### src/rtl/mem_port_arbiter_if.sv
// Request/response and memory-port signal bundle for mem_port_arbiter.
// The arbiter uses the slave view; requesters and the memory model use the master view.
interface mem_port_arbiter_if #(
  parameter int ADDR_W = 32,
  parameter int DATA_W = 32
);
  logic              if_req;
  logic [ADDR_W-1:0] if_addr;
  logic              if_gnt;
  logic              if_rvalid;
  logic [DATA_W-1:0] if_rdata;

  logic                d_req;
  logic                d_we;
  logic [ADDR_W-1:0]   d_addr;
  logic [DATA_W-1:0]   d_wdata;
  logic [DATA_W/8-1:0] d_be;
  logic                d_gnt;
  logic                d_rvalid;
  logic [DATA_W-1:0]   d_rdata;

  logic                mem_en;
  logic                mem_we;
  logic [DATA_W/8-1:0] mem_be;
  logic [ADDR_W-1:0]   mem_addr;
  logic [DATA_W-1:0]   mem_wdata;
  logic [DATA_W-1:0]   mem_rdata;

  modport slave (
    input  if_req, if_addr,
    input  d_req, d_we, d_addr, d_wdata, d_be,
    input  mem_rdata,
    output if_gnt, if_rvalid, if_rdata,
    output d_gnt, d_rvalid, d_rdata,
    output mem_en, mem_we, mem_be, mem_addr, mem_wdata
  );

  modport master (
    output if_req, if_addr,
    output d_req, d_we, d_addr, d_wdata, d_be,
    output mem_rdata,
    input  if_gnt, if_rvalid, if_rdata,
    input  d_gnt, d_rvalid, d_rdata,
    input  mem_en, mem_we, mem_be, mem_addr, mem_wdata
  );
endinterface

### src/rtl/mem_port_arbiter.sv
// Fetch/data arbiter for one single-port memory, one transaction in flight.
// Optional single-entry fetch buffer enabled by defining ARB_FETCH_BUF_EN.
//
// state | meaning
// IDLE  | grant from requests; completed access reports rvalid here
// ISSUE | mem_en high for one cycle with the latched command
// WAIT  | count down memory latency, capture mem_rdata at count 1
module mem_port_arbiter #(
  parameter int ADDR_W     = 32,
  parameter int DATA_W     = 32,
  parameter int MEM_LAT    = 2,
  parameter int STARVE_MAX = 4
) (
  input logic           clk,
  input logic           reset,
  mem_port_arbiter_if.slave bus
);
  localparam int BE_W  = DATA_W / 8;
  localparam int LAT_W = $clog2(MEM_LAT + 1);
  localparam int STV_W = $clog2(STARVE_MAX + 1);
  localparam logic [LAT_W-1:0] LAT_LOAD = LAT_W'(MEM_LAT);
  localparam logic [STV_W-1:0] STV_MAX  = STV_W'(STARVE_MAX);

  typedef enum logic [1:0] {IDLE, ISSUE, WAIT} state_t;

  state_t state_q, state_d;

  logic              owner_if_q;
  logic              we_q;
  logic [LAT_W-1:0]  lat_q;
  logic [STV_W-1:0]  starve_q;

  logic              if_rvalid_q;
  logic              d_rvalid_q;
  logic [DATA_W-1:0] if_rdata_q;
  logic [DATA_W-1:0] d_rdata_q;

  logic              mem_en_q;
  logic              mem_we_q;
  logic [BE_W-1:0]   mem_be_q;
  logic [ADDR_W-1:0] mem_addr_q;
  logic [DATA_W-1:0] mem_wdata_q;

  logic grant_if, grant_d, buf_hit, done;

`ifdef ARB_FETCH_BUF_EN
  localparam int OFS_W = (BE_W > 1) ? $clog2(BE_W) : 0;
  logic              buf_valid_q;
  logic [ADDR_W-1:0] buf_addr_q;
  logic [DATA_W-1:0] buf_data_q;
`endif

  always_ff @(posedge clk or posedge reset) begin
    if (reset) state_q <= IDLE;
    else       state_q <= state_d;
  end

  always_comb begin
    state_d  = state_q;
    grant_if = 1'b0;
    grant_d  = 1'b0;
    buf_hit  = 1'b0;
    done     = 1'b0;
    unique case (state_q)
      IDLE: begin
        // Gating with reset keeps both grants low while reset is held.
        if (!reset) begin
          if (bus.if_req && (!bus.d_req || starve_q == STV_MAX)) grant_if = 1'b1;
          else if (bus.d_req)                                   grant_d  = 1'b1;
        end
`ifdef ARB_FETCH_BUF_EN
        buf_hit = grant_if && buf_valid_q && (bus.if_addr == buf_addr_q);
`else
        buf_hit = 1'b0;
`endif
        if (grant_d || (grant_if && !buf_hit)) state_d = ISSUE;
      end
      ISSUE: state_d = WAIT;
      WAIT: begin
        if (lat_q == LAT_W'(1)) begin
          done    = 1'b1;
          state_d = IDLE;
        end
      end
      default: state_d = IDLE;
    endcase
  end

  always_ff @(posedge clk or posedge reset) begin
    if (reset) begin
      owner_if_q  <= 1'b0;
      we_q        <= 1'b0;
      lat_q       <= '0;
      starve_q    <= '0;
      if_rvalid_q <= 1'b0;
      d_rvalid_q  <= 1'b0;
      if_rdata_q  <= '0;
      d_rdata_q   <= '0;
      mem_en_q    <= 1'b0;
      mem_we_q    <= 1'b0;
      mem_be_q    <= '0;
      mem_addr_q  <= '0;
      mem_wdata_q <= '0;
    end else begin
      mem_en_q    <= 1'b0;
      mem_we_q    <= 1'b0;
      mem_be_q    <= '0;
      if_rvalid_q <= 1'b0;
      d_rvalid_q  <= 1'b0;

      if (grant_d) begin
        owner_if_q  <= 1'b0;
        we_q        <= bus.d_we;
        mem_en_q    <= 1'b1;
        mem_we_q    <= bus.d_we;
        mem_be_q    <= bus.d_be;
        mem_addr_q  <= bus.d_addr;
        mem_wdata_q <= bus.d_wdata;
        if (bus.if_req && starve_q != STV_MAX) starve_q <= starve_q + STV_W'(1);
      end

      if (grant_if) begin
        starve_q <= '0;
        if (!buf_hit) begin
          owner_if_q <= 1'b1;
          we_q       <= 1'b0;
          mem_en_q   <= 1'b1;
          mem_be_q   <= '1;
          mem_addr_q <= bus.if_addr;
        end
      end

`ifdef ARB_FETCH_BUF_EN
      if (buf_hit) begin
        if_rvalid_q <= 1'b1;
        if_rdata_q  <= buf_data_q;
      end
`endif

      if (state_q == ISSUE)     lat_q <= LAT_LOAD;
      else if (state_q == WAIT) lat_q <= lat_q - LAT_W'(1);

      // Write acknowledges return zero rather than whatever the memory drives.
      if (done) begin
        if (owner_if_q) begin
          if_rvalid_q <= 1'b1;
          if_rdata_q  <= bus.mem_rdata;
        end else begin
          d_rvalid_q <= 1'b1;
          d_rdata_q  <= we_q ? '0 : bus.mem_rdata;
        end
      end
    end
  end

`ifdef ARB_FETCH_BUF_EN
  always_ff @(posedge clk or posedge reset) begin
    if (reset) begin
      buf_valid_q <= 1'b0;
      buf_addr_q  <= '0;
      buf_data_q  <= '0;
    end else if (done && owner_if_q) begin
      buf_valid_q <= 1'b1;
      buf_addr_q  <= mem_addr_q;
      buf_data_q  <= bus.mem_rdata;
    end else if (state_q == ISSUE && mem_we_q &&
                 ((mem_addr_q >> OFS_W) == (buf_addr_q >> OFS_W))) begin
      buf_valid_q <= 1'b0;
    end
  end
`endif

  assign bus.if_gnt    = grant_if;
  assign bus.d_gnt     = grant_d;
  assign bus.if_rvalid = if_rvalid_q;
  assign bus.d_rvalid  = d_rvalid_q;
  assign bus.if_rdata  = if_rdata_q;
  assign bus.d_rdata   = d_rdata_q;
  assign bus.mem_en    = mem_en_q;
  assign bus.mem_we    = mem_we_q;
  assign bus.mem_be    = mem_be_q;
  assign bus.mem_addr  = mem_addr_q;
  assign bus.mem_wdata = mem_wdata_q;
endmodule

### src/flat_wrapper.sv
// flat-port wrapper written by rule: the top's interface ports become plain ports
module mem_port_arbiter_flat 
#(
  parameter int ADDR_W     = 32,
  parameter int DATA_W     = 32,
  parameter int MEM_LAT    = 2,
  parameter int STARVE_MAX = 4
)
  (clk, reset, bus_if_req, bus_if_addr, bus_d_req, bus_d_we, bus_d_addr, bus_d_wdata, bus_d_be, bus_mem_rdata, bus_if_gnt, bus_if_rvalid, bus_if_rdata, bus_d_gnt, bus_d_rvalid, bus_d_rdata, bus_mem_en, bus_mem_we, bus_mem_be, bus_mem_addr, bus_mem_wdata);
  mem_port_arbiter_if #(.ADDR_W(ADDR_W), .DATA_W(DATA_W)) bus_i ();
  input logic clk;
  input logic reset;
  input wire logic [$bits(bus_i.if_req)-1:0] bus_if_req;
  input wire logic [$bits(bus_i.if_addr)-1:0] bus_if_addr;
  input wire logic [$bits(bus_i.d_req)-1:0] bus_d_req;
  input wire logic [$bits(bus_i.d_we)-1:0] bus_d_we;
  input wire logic [$bits(bus_i.d_addr)-1:0] bus_d_addr;
  input wire logic [$bits(bus_i.d_wdata)-1:0] bus_d_wdata;
  input wire logic [$bits(bus_i.d_be)-1:0] bus_d_be;
  input wire logic [$bits(bus_i.mem_rdata)-1:0] bus_mem_rdata;
  output wire logic [$bits(bus_i.if_gnt)-1:0] bus_if_gnt;
  output wire logic [$bits(bus_i.if_rvalid)-1:0] bus_if_rvalid;
  output wire logic [$bits(bus_i.if_rdata)-1:0] bus_if_rdata;
  output wire logic [$bits(bus_i.d_gnt)-1:0] bus_d_gnt;
  output wire logic [$bits(bus_i.d_rvalid)-1:0] bus_d_rvalid;
  output wire logic [$bits(bus_i.d_rdata)-1:0] bus_d_rdata;
  output wire logic [$bits(bus_i.mem_en)-1:0] bus_mem_en;
  output wire logic [$bits(bus_i.mem_we)-1:0] bus_mem_we;
  output wire logic [$bits(bus_i.mem_be)-1:0] bus_mem_be;
  output wire logic [$bits(bus_i.mem_addr)-1:0] bus_mem_addr;
  output wire logic [$bits(bus_i.mem_wdata)-1:0] bus_mem_wdata;
  assign bus_i.if_req = bus_if_req;
  assign bus_i.if_addr = bus_if_addr;
  assign bus_i.d_req = bus_d_req;
  assign bus_i.d_we = bus_d_we;
  assign bus_i.d_addr = bus_d_addr;
  assign bus_i.d_wdata = bus_d_wdata;
  assign bus_i.d_be = bus_d_be;
  assign bus_i.mem_rdata = bus_mem_rdata;
  assign bus_if_gnt = bus_i.if_gnt;
  assign bus_if_rvalid = bus_i.if_rvalid;
  assign bus_if_rdata = bus_i.if_rdata;
  assign bus_d_gnt = bus_i.d_gnt;
  assign bus_d_rvalid = bus_i.d_rvalid;
  assign bus_d_rdata = bus_i.d_rdata;
  assign bus_mem_en = bus_i.mem_en;
  assign bus_mem_we = bus_i.mem_we;
  assign bus_mem_be = bus_i.mem_be;
  assign bus_mem_addr = bus_i.mem_addr;
  assign bus_mem_wdata = bus_i.mem_wdata;
  mem_port_arbiter #(.ADDR_W(ADDR_W), .DATA_W(DATA_W), .MEM_LAT(MEM_LAT), .STARVE_MAX(STARVE_MAX)) u_core (.clk(clk), .reset(reset), .bus(bus_i));
endmodule
### config.mk
export PLATFORM = sky130hd
export DESIGN_NAME = mem_port_arbiter_flat
export DESIGN_NICKNAME = d
export VERILOG_FILES = /design/src/rtl/mem_port_arbiter_if.sv /design/src/rtl/mem_port_arbiter.sv /design/src/flat_wrapper.sv
export SDC_FILE = /design/constraint.sdc
export NUM_CORES = 1
export LEC_CHECK = 0
export ABC_CLOCK_PERIOD_IN_PS = 12700
export CAP_MARGIN = 20
export CORE_UTILIZATION = 45
export CTS_BUF_LIST = sky130_fd_sc_hd__clkbuf_4
export DETAILED_ROUTE_END_ITERATION = 6
export HOLD_SLACK_MARGIN = 0.12
export PLACE_DENSITY = 0.85
export SETUP_SLACK_MARGIN = 0.3
export SLEW_MARGIN = 15
export SYNTH_ARGS = -nofsm -noshare
export SYNTH_HDL_FRONTEND = slang
export SYNTH_SLANG_ARGS = --single-unit
### constraint.sdc
create_clock -name clk -period 12.7 [get_ports clk]
set_input_delay 1.905 -clock clk [delete_from_list [all_inputs] [get_ports clk]]
set_output_delay 1.905 -clock clk [all_outputs]
set_load 0.02 [all_outputs]
==> results.toml <==
[flow_run]
maxCapViolations = 0

[clock_network]
post_cts_buffers = 0
cts_made_buffers = 17
root_buffer = "clkbuf_4"
clock_path_buffers = 2
cts_num_sinks = 145
clk_latency_ns = 0.54
cts-resized-gates = 0
cts_tree = "yes"
cts_hold_buf = 0
h-tree-depth = 4
clk_pin_slew_ns = 0.12

[logic_synthesis]
ys_dominant_reg_cell = "dfrtp_1"
synth_seq_cells = 145
syn_inst = 527
synth_top_family_by_area = "compound AO/OA/AOI/OAI gates"
synth.most_common_cell = "dfrtp_1"
synth_xor_xnor_area_share_pct = 0
syn_area_um2 = 6300
yosys.cell_types.count = 28
synth_top_area_cell = "dfrtp_1"
ys_warn_count = 0
synthTopCellsByCount = "dfrtp_1 (145), mux2_2 (67), o21ai_0 (66), inv_1 (41), nand2_1 (34)"
synth_edf_count = 0
synth_simple_gate_area_share_pct = 6.57
ys_seq_area_share_pct = 57.6
async_flop_share_pct = 100
synth.area.top_cells = "dfrtp_1 (58%), mux2_2 (12%), o21ai_0 (5.2%), o32a_1 (5.1%), a2bb2oi_1 (4.4%)"
yosys.area_share.adder_pct = 1.39
synthMuxAreaShare_pct = 12.0
synth_top_area_share_pct = 57.6
synth_compound_area_share_pct = 16.4
synth.avg_cell_area_um2 = 12.0
syn-num-nets = 671

[grt]
grt_usage_pct = 23.9
grt_antenna_before_repair = 0
first_global_vias = 5108
grt_first_pass_wirelength_um = 26400
grt_max_degree = 81
grt.overflow.total = 0

[die]
dieArea_um2 = 14500
std_cell_rows = 42
pin_count = 275
dieWidth_um = 120
core_area_um2 = 13500
start_util_pct = 46.8
die_y_um = 120

[worst_hold_path]
holdPathStages = 2
hp-class = "flip-flop to flip-flop"
worstHoldStart = "u_core.bus.d_rdata[24]$_DFFE_PP0P_"

[critical_path]
cp-end-kind = "output pin"
crit_path_start_kind = "input port"
crit_path_max_fanout = 39
reg2reg_from = "u_core.state_q[0]$_DFFE_PP0P_"
startpoint = "reset"
reg2reg_depth = 5
cp.arrival_ns = 3.99
cp_data_required_time_ns = 10.80
worstSetupPathType = "input port to output pin"

[timing]
final.setup_skew_ns = 0.0186
rsz0062_at_grt = "no"
fin_setup_tns_ns = 0
slew_headroom_pct = 39.3
hold_ws_ns = 0.497
tightestPinTransition_ns = 0.910
fmax_mhz = 170
fin_crit_ns = 5.89
hold_viol = 0
setup_viol = 0
finalMaxSlewViolations = 0
fin_crit_sh_pct = 46.4

[finish]
syn2layout_area_growth_pct = 49.6
layout-drive-gt1-share_pct = 13.8
layout.nets = 931
diodes = 0
final_util_pct = 70.1

[detailed_routing]
via_per_inst = 5.26
routed_wl_um = 16900
via_count = 5129
drt_iter0_markers = 351
drtPass1Iterations = 5
drtAntennaViolNets = 0
post_drt_wl_per_cell_um = 17.3
drcViolationCount = 0

[place]
place_congestion = 0.781
dpl.hpwl_um = 12000
portBuffers = 274

[power_and_ir_drop]
p_leak_uw = 0.00412
ir_worst_vdd_v = 0.000127
power.density_nw_per_um2 = 245

[status]
status = "finished, final reports clean"
registers in the layout, summed over array words and instances (netlist names):
signal,cells
u_core.bus.d_rdata,32
u_core.bus.if_rdata,32
u_core.bus.mem_addr,32
u_core.bus.mem_wdata,32
u_core.bus.mem_be,4
u_core.starve_q,3
u_core.lat_q,2
u_core.state_q,2
u_core.bus.d_rvalid,1
u_core.bus.if_rvalid,1
u_core.bus.mem_en,1
u_core.bus.mem_we,1
u_core.owner_if_q,1
u_core.we_q,1
per-layer routing:
metal	vias up	global-route usage (%)	share of wire [%]
li1	2379	-	-
met3	29	8.40	9.0
met5	-	0	0
met4	0	9.72	2.3
met1	2480	27.7	39
met2	241	40.1	49
layout make-up:
cell class,instances,area [um^2]
fill,959,4030
clock buffer,19,143
multi-input combinational,299,2300
timing repair buffer,283,2810
inverter,41,159
sequential,145,3630
tap,176,220
clock inverter,12,166
cell usage in the layout, fill, tap and decap left out:
cell type and n:
clkdlybuf4s50_1 274, dfrtp_1 145, mux2_2 67, o21ai_0 66
inv_1 40, nand2_1 34, nand2b_1 33, o32a_1 32
a2bb2oi_1 32, clkbuf_4 19, buf_4 9, ha_1 7
a21o_1 5, o21ai_1 5, bufinv_16 4, nand3_1 3
nand3b_1 3, clkinv_2 3, clkinvlp_4 2, clkinv_1 2
and3_2 1, a21boi_2 1, and3b_1 1, nor2_4 1
and2_1 1, inv_6 1, o221a_2 1, nor3b_1 1
o31ai_1 1, o21bai_1 1, nor2b_1 1, a21oi_1 1
nor2_1 1, clkinv_4 1
cells by family after synthesis:
kind of cell | count (synthesis)
DFF | 145
and+or+nand+nor | 80
buffers and inverters | 83
adders and majority gates | 7
AOI/OAI and AO/OA | 145
muxes | 67
metrics by stage:
step                setup WS (ns)  power, uW  cell area [um^2]  instances
finish                       6.81       2310              9430        975
global route                 6.73       2440              9430        975
CTS                          6.79       2330              9430        975
detailed placement           6.81       2010              9120        944
global placement             6.85       1970              9120        944
floorplan                    6.90       1420              6300        527
worst max-delay path, cell delays in order:
cell	delay [ns]
clkdlybuf4s50_1	0.54
nand3b_1	0.29
nor2_4	0.12
buf_4	0.42
clkdlybuf4s50_1	0.70
final timing paths:
path / slack, ns / to
max in group asynchronous: 9.39 / u_core.bus.mem_addr[28]$_DFFE_PP0P_
min in group asynchronous: 1.97 / u_core.bus.mem_addr[13]$_DFFE_PP0P_
worst min register to register: 0.50 / u_core.bus.d_rdata[24]$_DFFE_PP0P_
worst max register to register: 10.69 / u_core.bus.if_rdata[4]$_DFFE_PP0P_
worst min-delay path: 0.50 / u_core.bus.d_rdata[24]$_DFFE_PP0P_
worst max-delay path: 6.81 / bus_d_gnt
power breakdown:
group / leakage (uW) / switching [uW] / internal, uW
sequential: 0.00174 / 133 / 686
clock: 0.000163 / 158 / 157
combinational: 0.00222 / 571 / 601
total: 0.00412 / 861 / 1440
Power figures use the tool's default switching activity.
